## src/rtl/pc_pkg.sv

```systemverilog
// Shared types for the program counter: operation encoding, default widths and
// the per-cycle command priority decode.
package pc_pkg;

  localparam int DEF_ADDR_W      = 8;
  localparam int DEF_OFF_W       = 8;
  localparam int DEF_STACK_DEPTH = 4;

  typedef enum logic [2:0] {
    PC_HOLD,
    PC_INC,
    PC_JMP,
    PC_BR,
    PC_CALL,
    PC_RET
  } pc_op_e;

  // Exactly one operation per cycle: stall > ret > call > jmp > br > inc > hold.
  // Reset is handled by the registers themselves and sits above all of these.
  function automatic pc_op_e pc_decode(input logic stall, input logic ret,
                                       input logic call, input logic jmp,
                                       input logic br, input logic inc);
    if (stall)     return PC_HOLD;
    else if (ret)  return PC_RET;
    else if (call) return PC_CALL;
    else if (jmp)  return PC_JMP;
    else if (br)   return PC_BR;
    else if (inc)  return PC_INC;
    else           return PC_HOLD;
  endfunction

endpackage

```

## src/rtl/pc_ret_stack.sv

```systemverilog
// Return-address LIFO: push/pop with a depth counter, full/empty decodes and
// the current top entry. Push when full and pop when empty leave it untouched.
module pc_ret_stack #(
  parameter int WIDTH = 8,
  parameter int DEPTH = 4
) (
  input  logic             clk,
  input  logic             rst,
  input  logic             push,
  input  logic             pop,
  input  logic [WIDTH-1:0] push_data,
  output logic [WIDTH-1:0] top,
  output logic             empty,
  output logic             full
);

  localparam int CNT_W = $clog2(DEPTH + 1);
  localparam int PTR_W = (DEPTH > 1) ? $clog2(DEPTH) : 1;

  logic [WIDTH-1:0] mem [DEPTH];
  logic [CNT_W-1:0] depth;
  logic [CNT_W-1:0] depth_m1;

  assign depth_m1 = depth - CNT_W'(1);
  assign empty    = (depth == '0);
  assign full     = (depth == CNT_W'(DEPTH));
  assign top      = empty ? '0 : mem[depth_m1[PTR_W-1:0]];

  // NOTE: sequential state uses non-blocking assignments so every register
  // samples the pre-edge values of the others.
  always_ff @(posedge clk) begin
    if (rst) begin
      depth <= '0;
    end else if (push && !full) begin
      depth <= depth + CNT_W'(1);
    end else if (pop && !empty) begin
      depth <= depth_m1;
    end
  end

  // NOTE: the entry array is deliberately not reset; the depth counter alone
  // defines which entries are valid, so clearing storage would only cost logic.
  always_ff @(posedge clk) begin
    if (push && !full && !rst) begin
      mem[depth[PTR_W-1:0]] <= push_data;
    end
  end

endmodule

```

## src/rtl/pc_stack_seq.sv

```systemverilog
// Program counter with inc, jump, relative branch and call/return through an
// internal return stack. Define PC_STACK_ERR_EN to enable the sticky stack_err flag.
module pc_stack_seq
  import pc_pkg::*;
#(
  parameter int                 ADDR_W      = DEF_ADDR_W,
  parameter int                 OFF_W       = DEF_OFF_W,
  parameter int                 STACK_DEPTH = DEF_STACK_DEPTH,
  parameter logic [ADDR_W-1:0]  RESET_ADDR  = '0
) (
  input  logic              clk,
  input  logic              rst,
  input  logic              stall,
  input  logic              inc,
  input  logic              jmp,
  input  logic              br,
  input  logic              call,
  input  logic              ret,
  input  logic [ADDR_W-1:0] addr_in,
  input  logic [OFF_W-1:0]  offset_in,
  output logic [ADDR_W-1:0] addr_out,
  output logic              stack_empty,
  output logic              stack_full,
  output logic              stack_err
);

  pc_op_e            op;
  logic [ADDR_W-1:0] pc;
  logic [ADDR_W-1:0] pc_inc;
  logic [ADDR_W-1:0] off_ext;
  logic [ADDR_W-1:0] stack_top;
  logic [ADDR_W-1:0] pc_next;
  logic              push;
  logic              pop;

  assign op      = pc_decode(stall, ret, call, jmp, br, inc);
  assign pc_inc  = pc + ADDR_W'(1);
  assign off_ext = ADDR_W'($signed(offset_in));
  assign push    = (op == PC_CALL);
  assign pop     = (op == PC_RET);

  pc_ret_stack #(
    .WIDTH (ADDR_W),
    .DEPTH (STACK_DEPTH)
  ) u_stack (
    .clk       (clk),
    .rst       (rst),
    .push      (push),
    .pop       (pop),
    .push_data (pc_inc),
    .top       (stack_top),
    .empty     (stack_empty),
    .full      (stack_full)
  );

  // NOTE: pc_next gets a default before the case so no path leaves it
  // unassigned, which would otherwise infer a latch.
  always_comb begin
    pc_next = pc;
    unique case (op)
      PC_INC:  pc_next = pc_inc;
      PC_JMP:  pc_next = addr_in;
      PC_BR:   pc_next = pc + off_ext;
      PC_CALL: pc_next = addr_in;
      PC_RET:  pc_next = stack_empty ? pc_inc : stack_top;
      default: pc_next = pc;
    endcase
  end

  always_ff @(posedge clk) begin
    if (rst) pc <= RESET_ADDR;
    else     pc <= pc_next;
  end

  assign addr_out = pc;

`ifdef PC_STACK_ERR_EN
  logic err_q;

  always_ff @(posedge clk) begin
    if (rst) begin
      err_q <= 1'b0;
    end else if ((op == PC_CALL && stack_full) || (op == PC_RET && stack_empty)) begin
      err_q <= 1'b1;
    end
  end

  assign stack_err = err_q;
`else
  assign stack_err = 1'b0;
`endif

endmodule
```

## config.mk

```make
export PLATFORM = sky130hd
export DESIGN_NAME = pc_stack_seq
export DESIGN_NICKNAME = d
export VERILOG_FILES = /design/src/rtl/pc_pkg.sv /design/src/rtl/pc_ret_stack.sv /design/src/rtl/pc_stack_seq.sv
export SDC_FILE = /design/constraint.sdc
export NUM_CORES = 1
export LEC_CHECK = 0
export CAP_MARGIN = 25
export CELL_PAD_IN_SITES_DETAIL_PLACEMENT = 2
export CELL_PAD_IN_SITES_GLOBAL_PLACEMENT = 2
export CORE_ASPECT_RATIO = 0.7
export CORE_MARGIN = 4
export CORE_UTILIZATION = 42
export DETAILED_ROUTE_END_ITERATION = 8
export DONT_BUFFER_PORTS = 1
export HOLD_SLACK_MARGIN = 0.12
export PLACE_DENSITY = 0.8
export SYNTH_ARGS = -nofsm -noshare
export SYNTH_HDL_FRONTEND = slang
export SYNTH_HIERARCHICAL = 1
export SYNTH_SLANG_ARGS = --single-unit
```

## constraint.sdc

```tcl
create_clock -name clk -period 3.2 [get_ports clk]
set_clock_uncertainty 0.05 [all_clocks]
set_input_delay 0.48 -clock clk [delete_from_list [all_inputs] [get_ports clk]]
set_output_delay 0.48 -clock clk [all_outputs]
set_load 0.05 [all_outputs]
```

==> results.sh <==
export IMPL_cts_htree_levels=2
export IMPL_grt_max_degree=22
export IMPL_total_power_mw=1.30
export IMPL_highest_layer="met4"
export IMPL_wl_per_cell_um=23.5
export IMPL_rsz0062_at_grt="false"
export IMPL_vias=1921
export IMPL_yosysWarnings=6
export IMPL_worstMarginPinSlew_ns=0.786
export IMPL_p_leak_nw=0.993
export IMPL_synthAdderAreaFrac_pct=7.54
export IMPL_min_from="rst"
export IMPL_outcome="complete, no violations"
export IMPL_crit_type="flop to flop"
export IMPL_post_cts_buffers=0
export IMPL_slew_violations=0
export IMPL_dp_hpwl_mm=5.70
export IMPL_clockRootBuffer="clkbuf_8"
export IMPL_antenna_found_initial=0
export IMPL_wl_mm=7.39
export IMPL_regToRegSetupSlack_ns=0.50
export IMPL_io_pins=35
export IMPL_post_cts_resized=0
export IMPL_io_buffers=0
export IMPL_arrival_ns=2.84
export IMPL_async_reset_ff_share_pct=0
export IMPL_first_pass_iters=4
export IMPL_slowest_stage="ha_1"
export IMPL_viasPerCell=6.12
export IMPL_grt_pass1_wl_mm=11.6
export IMPL_worstSetupStartpointType="flop"
export IMPL_first_iter_violations=94
export IMPL_design_core_area_sq_um=5840
export IMPL_place_gp_congestion=0.800
export IMPL_r2r_end="addr_out[2]$_SDFFE_PP0P_"
export IMPL_fp_dieH_um=73.7
export IMPL_hold_end="u_stack/depth[2]$_SDFFE_PP0P_"
export IMPL_grt_util_all_layers_pct=21.1
export IMPL_r2r_cells=9
export IMPL_synth_edf_count=32
export IMPL_period_needed_ns=2.70
export IMPL_timing_hold_violations_final=0
export IMPL_ys_ff_latch=43
export IMPL_cts_tree="yes"
export IMPL_synth_cell_types=52
export IMPL_layout_nets=277
export IMPL_finalCritPeriodShare_pct=84.4
export IMPL_area_growth_pct=6.71
export IMPL_die_area_sq_um=7510
export IMPL_synthCells=232
export IMPL_worstHoldPathType="input pin to flop"
export IMPL_drc_errors=0
export IMPL_antennaDiodeCount=0
export IMPL_first_global_vias=2039
export IMPL_initial_core_util_pct=44.3
export IMPL_max_slew_margin_pct=47.5
export IMPL_r2r_start="u_stack/depth[1]$_SDFFE_PP0P_"
export IMPL_synth_area_sq_um=2590
export IMPL_setup_viol=0
export IMPL_placementRows=23
export IMPL_fmax_mhz=370
export IMPL_synthSimpleGateAreaFrac_pct=15.5
export IMPL_max_stage_delay_ns=0.63
export IMPL_synth_seq_area_share_pct=45.6
export IMPL_drt_met1_wl_mm=3.69
export IMPL_fin_tns_setup_ns=0
export IMPL_cts_buffer_depth=2
export IMPL_die_width_um=102
export IMPL_synth_compound_area_share_pct=15.6
export IMPL_synth_area_per_cell_sq_um=11.2
export IMPL_ir_worst_vdd_uv=197
export IMPL_clkTransAtPathRegs_ns=0.09
export IMPL_synth_top_family_by_area="compound AO/OA/AOI/OAI gates"
export IMPL_required_ns=3.34
export IMPL_numCtsBuffers=5
export IMPL_clock_latency_ns=0.30
export IMPL_postCtsHoldBufs=0
export IMPL_postRouteAntennaNets=0
export IMPL_layout_drive_gt1_share_pct=11.7
export IMPL_syn_nets=271
export IMPL_synthXorXnorAreaFrac_pct=4.06
export IMPL_muxShareOfSynthArea_pct=7.97
export IMPL_drv_cap=0
export IMPL_end_kind="flop"
export IMPL_crit_chain="inv_1 -> ha_1 -> mux4_2 -> nor2b_1 -> o21ai_0 -> a21oi_1 -> a221o_1 -> o21ai_0 -> a21oi_1"
export IMPL_p_per_area_nw_per_um2=470
export IMPL_numClockSinks=43
export IMPL_wl_met2_mm=3.18
export IMPL_met3_length_um=417
export IMPL_synthFlopType="edfxtp_1"
export IMPL_hold_depth=1
export IMPL_overflow=0
export IMPL_cp_max_fo=10
## cells in the final DEF (no fill, tap or decap), types with 8 or more instances in the layout
master	instances
edfxtp_1	32
a21oi_1	18
o21ai_0	16
nand2_1	14
ha_1	14
dfxtp_1	11
inv_1	10
nor2_1	9
nor2b_1	8
nand3_1	8
## worst max-delay path: cells and delay by family, from the launching register on
| kind | cells | cell delay (ns) |
|---|---|---|
| compound gates | 5 | 0.87 |
| buf+inv | 1 | 0.10 |
| fa+ha+maj | 1 | 0.63 |
| flops | 1 | 0.39 |
| mux | 1 | 0.39 |
| simple gates | 1 | 0.16 |
## metrics by stage
step	hold WS [ns]	setup slack (ns)	cells	util, %	cell area (sq um)
4_1_cts	0.176	0.543	314	47.3	2760
2_1_floorplan	0.440	0.622	232	-	2590
5_1_grt	0.174	0.366	314	47.3	2760
3_5_place_dp	0.496	0.593	306	45.9	2680
3_3_place_gp	0.464	0.831	306	45.9	2680
6_report	0.190	0.498	314	47.3	2760
## worst max-delay path by stage
stage / from / to / slack [ns] / cells after the start
2_1_floorplan: u_stack/depth[0]$_SDFFE_PP0P_ / addr_out[5]$_SDFFE_PP0P_ / 0.62 / 8
3_3_place_gp: u_stack/depth[1]$_SDFFE_PP0P_ / addr_out[0]$_SDFFE_PP0P_ / 0.83 / 8
3_5_place_dp: u_stack/depth[1]$_SDFFE_PP0P_ / addr_out[2]$_SDFFE_PP0P_ / 0.59 / 9
4_1_cts: u_stack/depth[1]$_SDFFE_PP0P_ / addr_out[2]$_SDFFE_PP0P_ / 0.54 / 9
5_1_grt: u_stack/depth[1]$_SDFFE_PP0P_ / addr_out[2]$_SDFFE_PP0P_ / 0.37 / 9
6_report: u_stack/depth[1]$_SDFFE_PP0P_ / addr_out[2]$_SDFFE_PP0P_ / 0.50 / 9
## per-layer routing
layer,global-route usage (%),vias up
met1,32.1,968
li1,-,888
met4,5.68,0
met3,3.89,11
met5,0,-
met2,30.8,54
## final cells by class
| class | count | area (sq um) |
|---|---|---|
| multi-input cells | 171 | 1310 |
| clock buffers | 6 | 72.6 |
| repair buffers | 7 | 52.6 |
| inverters | 10 | 37.5 |
| flip-flops and latches | 43 | 1180 |
| fillers | 611 | 3080 |
| well taps | 75 | 93.8 |
| clock inverters | 2 | 12.5 |
## kinds of logic after synthesis
logic type | after synthesis
mux | 10
other cells | 1
simple gates | 70
fa+ha+maj | 15
buf+inv | 18
compound gates | 63
xor+xnor | 12
flops | 43
## power breakdown
group | internal [mW] | leakage [nW] | switching, mW
clock network | 0.153 | 0.0412 | 0.193
registers | 0.619 | 0.384 | 0.0357
logic | 0.112 | 0.568 | 0.186
total | 0.885 | 0.993 | 0.415
## synthesized netlist by cell type, drive strengths merged (2+ instances only)
cell    instances  area (sq um)
a21oi          18          90.1
a21o            4          31.3
mux2            2          22.5
a211oi          3          22.5
edfxtp         32           961
and2b           2          15.0
and2            7          43.8
nand3           8          40.0
o21bai          4          33.8
xnor2           5          43.8
clkbuf          3          11.3
nor2            9          33.8
ha             14           175
nor4            2          27.5
nand2b          3          18.8
xor2            7          61.3
inv            10          37.5
or3             3          18.8
nor3b           3          22.5
nor3            3          15.0
o21ai          16          80.1
nand2          14          52.6
a221oi          4          35.0
and4            2          17.5
buf             5          46.3
a31oi           4          25.0
dfxtp          11           220
mux4            8           184
nor2b           8          50.1
a32o            2          20.0
## state kept, by name, indices dropped and copies added, names as in the netlist
signal	cells
u_stack/mem	32
addr_out	8
u_stack/depth	3
(Power assumes the default switching activity.)
